===== src/rtl/multicycle_ctrl.sv =====
// Multi-cycle MIPS-subset control sequencer: fetch/decode/execute/mem/write-back FSM.
// Latency: outputs decode combinationally from the state register (FETCH strobes gated by mem_ready).
// Backpressure: FETCH, MEM_READ and MEM_WRITE hold with requests stable until mem_ready.
module multicycle_ctrl #(
  parameter int WORD_SIZE = 32
) (
  input  logic                 clk,
  input  logic                 rst,
  input  logic                 run,
  input  logic [5:0]           instr_opcode,
  input  logic                 mem_ready,
  output logic                 pc_write,
  output logic                 pc_write_cond,
  output logic                 i_or_d,
  output logic                 mem_read,
  output logic                 mem_write,
  output logic                 ir_write,
  output logic                 mem_to_reg,
  output logic                 reg_dst,
  output logic                 reg_write,
  output logic                 alu_src_a,
  output logic [1:0]           alu_src_b,
  output logic [1:0]           alu_op,
  output logic [1:0]           pc_source,
  output logic                 illegal_op,
  output logic                 retired,
  output logic [WORD_SIZE-1:0] retire_count,
  output logic [3:0]           state_dbg
);

  localparam logic [3:0] S_IDLE      = 4'd0;
  localparam logic [3:0] S_FETCH     = 4'd1;
  localparam logic [3:0] S_DECODE    = 4'd2;
  localparam logic [3:0] S_MEM_ADDR  = 4'd3;
  localparam logic [3:0] S_MEM_READ  = 4'd4;
  localparam logic [3:0] S_MEM_WB    = 4'd5;
  localparam logic [3:0] S_MEM_WRITE = 4'd6;
  localparam logic [3:0] S_EXECUTE   = 4'd7;
  localparam logic [3:0] S_ALU_WB    = 4'd8;
  localparam logic [3:0] S_BRANCH    = 4'd9;
  localparam logic [3:0] S_JUMP      = 4'd10;
  localparam logic [3:0] S_ADDI_EXEC = 4'd11;
  localparam logic [3:0] S_ADDI_WB   = 4'd12;

  localparam logic [5:0] OP_RTYPE = 6'h00;
  localparam logic [5:0] OP_LW    = 6'h23;
  localparam logic [5:0] OP_SW    = 6'h2B;
  localparam logic [5:0] OP_BEQ   = 6'h04;
  localparam logic [5:0] OP_J     = 6'h02;
  localparam logic [5:0] OP_ADDI  = 6'h08;

  logic [3:0]           r_state;
  logic [3:0]           w_next_state;
  logic                 w_instr_end;
  logic                 w_illegal;
  logic [WORD_SIZE-1:0] r_retire_count;

  // Next-state selection; every instruction end funnels through one run check.
  always_comb begin
    w_next_state = r_state;
    w_instr_end  = 1'b0;
    w_illegal    = 1'b0;
    case (r_state)
      S_IDLE:      if (run) w_next_state = S_FETCH;
      S_FETCH:     if (mem_ready) w_next_state = S_DECODE;
      S_DECODE: begin
        case (instr_opcode)
          OP_RTYPE:    w_next_state = S_EXECUTE;
          OP_LW, OP_SW: w_next_state = S_MEM_ADDR;
          OP_BEQ:      w_next_state = S_BRANCH;
          OP_J:        w_next_state = S_JUMP;
          OP_ADDI:     w_next_state = S_ADDI_EXEC;
          default: begin
            w_illegal   = 1'b1;
            w_instr_end = 1'b1;
          end
        endcase
      end
      // IR is held stable, so the opcode still separates loads from stores here.
      S_MEM_ADDR:  w_next_state = (instr_opcode == OP_LW) ? S_MEM_READ : S_MEM_WRITE;
      S_MEM_READ:  if (mem_ready) w_next_state = S_MEM_WB;
      S_MEM_WRITE: if (mem_ready) w_instr_end = 1'b1;
      S_EXECUTE:   w_next_state = S_ALU_WB;
      S_ADDI_EXEC: w_next_state = S_ADDI_WB;
      S_MEM_WB, S_ALU_WB, S_ADDI_WB, S_BRANCH, S_JUMP: w_instr_end = 1'b1;
      default:     w_next_state = S_IDLE;
    endcase
    if (w_instr_end) w_next_state = run ? S_FETCH : S_IDLE;
  end

  // State register; async clear abandons any in-flight instruction.
  always_ff @(posedge clk or negedge rst) begin
    if (!rst) r_state <= S_IDLE;
    else      r_state <= w_next_state;
  end

  // Retirement counter, wraps naturally at the register width.
  always_ff @(posedge clk or negedge rst) begin
    if (!rst)             r_retire_count <= '0;
    else if (w_instr_end) r_retire_count <= r_retire_count + {{(WORD_SIZE-1){1'b0}}, 1'b1};
  end

  // Datapath control decode from state; only FETCH's IR/PC loads wait on memory.
  always_comb begin
    pc_write      = 1'b0;
    pc_write_cond = 1'b0;
    i_or_d        = 1'b0;
    mem_read      = 1'b0;
    mem_write     = 1'b0;
    ir_write      = 1'b0;
    mem_to_reg    = 1'b0;
    reg_dst       = 1'b0;
    reg_write     = 1'b0;
    alu_src_a     = 1'b0;
    alu_src_b     = 2'b00;
    alu_op        = 2'b00;
    pc_source     = 2'b00;
    case (r_state)
      S_FETCH: begin
        mem_read  = 1'b1;
        alu_src_b = 2'b01;
        ir_write  = mem_ready;
        pc_write  = mem_ready;
      end
      S_DECODE:    alu_src_b = 2'b11;
      S_MEM_ADDR, S_ADDI_EXEC: begin
        alu_src_a = 1'b1;
        alu_src_b = 2'b10;
      end
      S_MEM_READ: begin
        mem_read = 1'b1;
        i_or_d   = 1'b1;
      end
      S_MEM_WRITE: begin
        mem_write = 1'b1;
        i_or_d    = 1'b1;
      end
      S_MEM_WB: begin
        reg_write  = 1'b1;
        mem_to_reg = 1'b1;
      end
      S_EXECUTE: begin
        alu_src_a = 1'b1;
        alu_op    = 2'b10;
      end
      S_ALU_WB: begin
        reg_write = 1'b1;
        reg_dst   = 1'b1;
      end
      S_ADDI_WB:   reg_write = 1'b1;
      S_BRANCH: begin
        alu_src_a     = 1'b1;
        alu_op        = 2'b01;
        pc_write_cond = 1'b1;
        pc_source     = 2'b01;
      end
      S_JUMP: begin
        pc_write  = 1'b1;
        pc_source = 2'b10;
      end
      default: ;
    endcase
  end

  assign illegal_op   = w_illegal;
  assign retired      = w_instr_end;
  assign retire_count = r_retire_count;
  assign state_dbg    = r_state;

endmodule


===== config.mk =====
export PLATFORM = sky130hd
export DESIGN_NAME = multicycle_ctrl
export DESIGN_NICKNAME = d
export VERILOG_FILES = /design/src/rtl/multicycle_ctrl.sv
export SDC_FILE = /design/constraint.sdc
export NUM_CORES = 1
export LEC_CHECK = 0
export ABC_CLOCK_PERIOD_IN_PS = 5820
export CORE_AREA = 2 2 73 75
export DETAILED_ROUTE_END_ITERATION = 7
export DIE_AREA = 0 0 75 77
export HOLD_SLACK_MARGIN = 0.06
export PLACE_DENSITY = 0.74
export SLEW_MARGIN = 10
export SYNTH_ARGS = -nofsm -noshare
export SYNTH_HDL_FRONTEND = slang
export SYNTH_SLANG_ARGS = --single-unit

===== constraint.sdc =====
create_clock -name clk -period 5.82 [get_ports clk]
set_clock_uncertainty 0.15 [all_clocks]
set_input_delay 1.164 -clock clk [delete_from_list [all_inputs] [get_ports clk]]
set_output_delay 1.164 -clock clk [all_outputs]
set_load 0.05 [all_outputs]

* Yosys cells after proc, flatten, opt, wreduce, memory -nomap -nowiden
Cells that the tools add are included.
Word-level totals: output and inout bits 54, register bits 36, word-level logic and storage cells 62, input bits 10
Cells by class: equal/unequal tests 22, reduce and logical (&&, ||, !) cells 12, add/subtract/negate cells 1, multiplexer cells 25
Operator list (number):
- 32-bit by 1-bit adder with 32-bit output (second input constant) | 1
- 4-bit one-hot mux with 8 select lines | 1
- 4-bit == test (second input constant) | 5
- 4-bit one-hot mux with 5 select lines | 1
- 4-bit by 3-bit == test with 1-bit output (second input constant) | 4
- 4-bit two-way mux | 4
- 1-bit two-way mux | 13
- 6-bit == test (second input constant) | 2
- 6-bit OR reduction | 2
- 3-bit inequality test (second input constant) | 3
- 4-bit by 2-bit == test with 1-bit output (second input constant) | 2
- 2-bit one-hot mux with 2 select lines | 2
- 2-bit OR reduction | 4
- 7-bit by 2-bit inequality test with 1-bit output (second input constant) | 1
- 6-bit by 2-bit == test with 1-bit output (second input constant) | 1
- 6-bit by 3-bit == test with 1-bit output (second input constant) | 1
- 6-bit by 4-bit == test with 1-bit output (second input constant) | 1
- 6-bit logical NOT | 1
- 2-bit one-hot mux with 3 select lines | 1
- 5-bit AND reduction | 1
- 5-bit OR reduction | 1
- 4-bit by 1-bit == test with 1-bit output (second input constant) | 1
- 4-bit logical NOT | 1
- 4-bit OR reduction | 1
- 5 further kinds | 5

* Logic depth before layout (Yosys ltp)
depth in word-level cells 6, gate-level depth with buffers 8, gate-level depth less buffers 6

* Worst setup path before layout
No wires, ideal clock.
path kind input -> output, start point input instr_opcode[1], end point output retired, required time 4506 ps, arrival time 2415 ps, slack 2091 ps, buffers on the path 1, cell stages on the path 5, cells stage by stage inv_2 > or4_4 > a311oi_4 > inv_2 > buf_6
On the way: word-level cells in the longest chain between the ends 4, elaborated cells between the ends (all ways) 9, those cells by class eq/ne (5); mux (2); reduce/logical (2)
Ends and longest elaborated chain:
- from (decl) | RTL line 10 | input logic [5:0] instr_opcode,
- 6-bit == test (tied with other cells) | RTL line 67 | case (instr_opcode)
- 6-bit OR reduction (no line) *
- 1-bit two-way mux * | RTL line 67
- 1-bit one-hot mux with 3 select lines * | RTL line 63 | case (r_state)
- to (decl) | RTL line 26 | output logic retired,
Every way passes the cells marked *; elsewhere a longest branch is shown, timed or not.

* Worst setup path after layout
start point input instr_opcode[2], end point output illegal_op
On the way: word-level cells in the longest chain between the ends 4, elaborated cells between the ends (all ways) 9, those cells by class eq/ne (5); mux (2); reduce/logical (2)
Ends and longest elaborated chain:
- 6-bit == test (tied with other cells) | RTL line 67
- 6-bit OR reduction (no line) *
- 1-bit two-way mux * | RTL line 67
- 1-bit two-way mux * | RTL line 63
- to (decl) | RTL line 25 | output logic illegal_op,
Marks and branches as above.

==> results.py <==
metrics = {
    "power_and_ir_drop": {
        "power-per-cell-area_nw_per_um2": 454,
        "power.total_uw": 1320,
        "vdd.ir_drop.worst_uv": 238,
        "leakage_uw": 0.00103,
    },
    "final_layout": {
        "final_layout_size_suffix_gt1_share_pct": 6.97,
        "area_growth_syn_to_layout_pct": 34.0,
        "instances_no_fill": 357,
        "fillerInstances": 432,
        "final_nets": 297,
        "utilization_of_the_core_after_routing_pct": 58.3,
        "antenna_cells_inserted": 0,
    },
    "timing": {
        "maxClockFrequency_mhz": 219,
        "timing_worst_slew_pin_value_ns": 0.698,
        "finalHoldViolations": 0,
        "timing.final.ws_setup_ns": 1.25,
        "worst_case_headroom_to_the_max_slew_limit_pct": 53.4,
        "fin_setup_tns_ns": 0,
        "unrepaired_setup_endpoints_after_global_routing": "false",
        "finalCriticalPeriod_ns": 4.57,
        "finalMaxSlewViolations": 0,
        "final-setup-viol-count": 0,
        "period_share_pct": 78.5,
    },
    "critical_path": {
        "crit_required_ns": 4.51,
        "end_kind": "primary output",
        "critical_path.startpoint_type": "input pin",
        "endpoint": "illegal_op",
        "critPathMaxFanout": 7,
        "worst_r2r_startpoint": "state_dbg[0]$_DFFE_PN0P_",
        "crit_type": "in -> out",
        "number_of_cells_traversed_by_the_worst_register_to_register_path": 6,
        "timing.reg2reg.setup_slack_ns": 3.20,
        "worst-endpoint-arrival_ns": 3.25,
        "r2r-end": "retire_count[23]$_DFFE_PN0P_",
        "crit_path_from": "instr_opcode[2]",
    },
    "synth": {
        "synth_area_um2": 2170,
        "synth_top_flop_cell": "sky130_fd_sc_hd__dfrtp_1",
        "yosysUniqueCellTypes": 52,
        "number_of_enable_flip_flop_cells_after_synthesis": 0,
        "synth_area_leader_cell": "sky130_fd_sc_hd__dfrtp_1",
        "synth_area_leaders": "sky130_fd_sc_hd__dfrtp_1 (42%), sky130_fd_sc_hd__xor2_1 (8.5%), sky130_fd_sc_hd__xnor2_1 (4.9%)",
        "synthMostInstantiatedCell": "sky130_fd_sc_hd__dfrtp_1",
        "synth_seq_area_share_pct": 41.6,
        "synthesis.yosys.warnings": 0,
        "ys_ff_latch": 36,
        "number_of_nets_in_the_synthesized_netlist": 239,
        "synth_top_cell_area_share_pct": 41.6,
        "async_flop_share_pct": 100,
        "netlist_top_cells_count": "sky130_fd_sc_hd__dfrtp_1 (36), sky130_fd_sc_hd__nand2_1 (21), sky130_fd_sc_hd__nor2_1 (21), sky130_fd_sc_hd__xor2_1 (21)",
        "postSynthCellCount": 228,
        "synthesis.area_per_instance_um2": 9.50,
    },
    "grt": {
        "grt_util_all_layers_pct": 19.0,
        "grt_remaining_overflow": 0,
        "first_pass_grt_wire_length_um": 8710,
        "maximum_number_of_pins_on_one_net_before_global_route_repair": 37,
        "initial_antenna_violation_count": 0,
        "via_count_of_the_first_global_routing_pass": 1846,
    },
    "placement": {
        "place.port_buffers": 63,
        "detailedPlace.worstSlack_ns": 1.29,
        "hpwlAfterDp_um": 3650,
        "place.detailed.instances": 349,
        "gp_congestion": 0.838,
    },
    "floorplan": {
        "ioPinCount": 64,
        "effective_utilization_at_floorplan_pct": 43.5,
        "die_ht_um": 77,
        "fp.coreArea_um2": 4980,
        "die_area_um2": 5780,
        "std_cell_rows": 26,
        "fp.dieW_um": 75,
    },
    "cts": {
        "cts_resized": 0,
        "cts_sinks": 36,
        "cts_tree": "done",
        "cts.clk_slew.worst_paths_ns": 0.07,
        "bufs_on_longest_clock_path": 2,
        "cts-buffers-inserted": 5,
        "cts.repair_timing.setup_buffer_count": 0,
        "cts_root_buffer": "sky130_fd_sc_hd__clkbuf_8",
        "hold_buffers": 0,
        "clkLatencyLatePin_ns": 0.29,
        "cts_htree_levels": 2,
    },
    "min_path": {
        "worst_hold_path_type": "reg -> reg",
    },
    "route": {
        "route.antenna.remaining_nets": 0,
        "dr_total_vias": 1908,
        "via_per_inst": 5.34,
        "route.final.wire_length_um": 5200,
        "post-route-drc-count": 0,
        "drt_pre_antenna_iters": 4,
        "wl_per_cell_um": 14.6,
        "detailedRoute.firstIterationViolations": 87,
    },
    "run_status": {
        "outcome": "finished clean",
    },
    "flow_run": {
        "drv.max_cap_violation_count": 0,
    },
}
[final cells by class]
type	count	area [um2]	share of cell area, %
clock buffer	8	90.1	3.10
inverter	5	18.8	0.647
multi-input combinational	173	1160	40.0
sequential	36	901	31.0
tap	70	87.6	3.02
timing repair buffer	65	643	22.2
[sequential cells by signal (all words and copies together), names as in the netlist]
name          cells
state_dbg         4
retire_count     32
[layer usage]
| metal | share of wire [%] | vias to the layer above | GRT usage [%] |
|---|---|---|---|
| li1 | - | 939 | - |
| met1 | 47 | 916 | 26.6 |
| met2 | 47 | 48 | 28.8 |
| met3 | 5.1 | 5 | 4.60 |
| met4 | 0.92 | 0 | 5.36 |
| met5 | 0 | - | 0 |
[cell families after synthesis]
| family | count (synthesis) | share of synthesized area [%] |
|---|---|---|
| mux | 1 | 0.462 |
| xor+xnor | 33 | 13.3 |
| compound gates | 26 | 9.30 |
| flops | 36 | 41.6 |
| fa+ha+maj | 1 | 0.578 |
| simple gates | 112 | 30.0 |
| buf+inv | 19 | 4.74 |
[worst min path at each step]
stage	slack [ns]	cells past startpoint	endpoint	from
floorplan	0.62	2	retire_count[1]$_DFFE_PN0P_	retire_count[1]$_DFFE_PN0P_
global placement	0.31	1	retire_count[31]$_DFFE_PN0P_	retire_count[31]$_DFFE_PN0P_
CTS	0.34	1	retire_count[31]$_DFFE_PN0P_	retire_count[31]$_DFFE_PN0P_
finish	0.34	1	retire_count[15]$_DFFE_PN0P_	retire_count[15]$_DFFE_PN0P_
detailed placement	0.32	1	retire_count[31]$_DFFE_PN0P_	retire_count[31]$_DFFE_PN0P_
global route	0.36	1	retire_count[31]$_DFFE_PN0P_	retire_count[31]$_DFFE_PN0P_
[critical path, cell delays in order]
cell and delay, ns:
sky130_fd_sc_hd__clkdlybuf4s50_1 0.61, sky130_fd_sc_hd__a21oi_1 0.10, sky130_fd_sc_hd__o21ai_0 0.35, sky130_fd_sc_hd__and3_1 0.22
sky130_fd_sc_hd__clkdlybuf4s50_1 0.79
[through the flow]
stage,hold WS [ns],cell area [um2]
floorplan,0.617,2170
global placement,0.309,2810
detailed placement,0.315,2810
CTS,0.340,2900
global route,0.359,2900
finish,0.337,2900
[power breakdown]
part	switching, uW	leakage [uW]	internal (uW)
clock network	86.3	0.0000455	96.5
registers	87.9	0.000401	283
logic	512	0.000583	251
[placed cells by master, fill, tap and decap left out, types with 2 or more instances in the layout]
cell,synthesis,final
sky130_fd_sc_hd__a21oi_1,7,7
sky130_fd_sc_hd__and3_1,4,4
sky130_fd_sc_hd__and4_1,2,2
sky130_fd_sc_hd__buf_4,4,3
sky130_fd_sc_hd__clkbuf_1,5,2
sky130_fd_sc_hd__clkbuf_8,0,6
sky130_fd_sc_hd__clkdlybuf4s50_1,0,62
sky130_fd_sc_hd__dfrtp_1,36,36
sky130_fd_sc_hd__inv_1,3,3
sky130_fd_sc_hd__inv_2,2,2
sky130_fd_sc_hd__nand2_1,21,21
sky130_fd_sc_hd__nand2b_1,3,3
sky130_fd_sc_hd__nand3_1,9,9
sky130_fd_sc_hd__nand4_1,10,10
sky130_fd_sc_hd__nor2_1,21,21
sky130_fd_sc_hd__nor3_1,12,12
sky130_fd_sc_hd__nor3b_1,2,2
sky130_fd_sc_hd__nor4_1,9,9
sky130_fd_sc_hd__nor4_2,2,2
sky130_fd_sc_hd__nor4b_1,5,5
sky130_fd_sc_hd__o211ai_1,2,2
sky130_fd_sc_hd__o21ai_0,3,3
sky130_fd_sc_hd__or4_4,2,2
sky130_fd_sc_hd__xnor2_1,12,12
sky130_fd_sc_hd__xor2_1,21,21
Note: power is estimated with default switching activity, not from simulation.
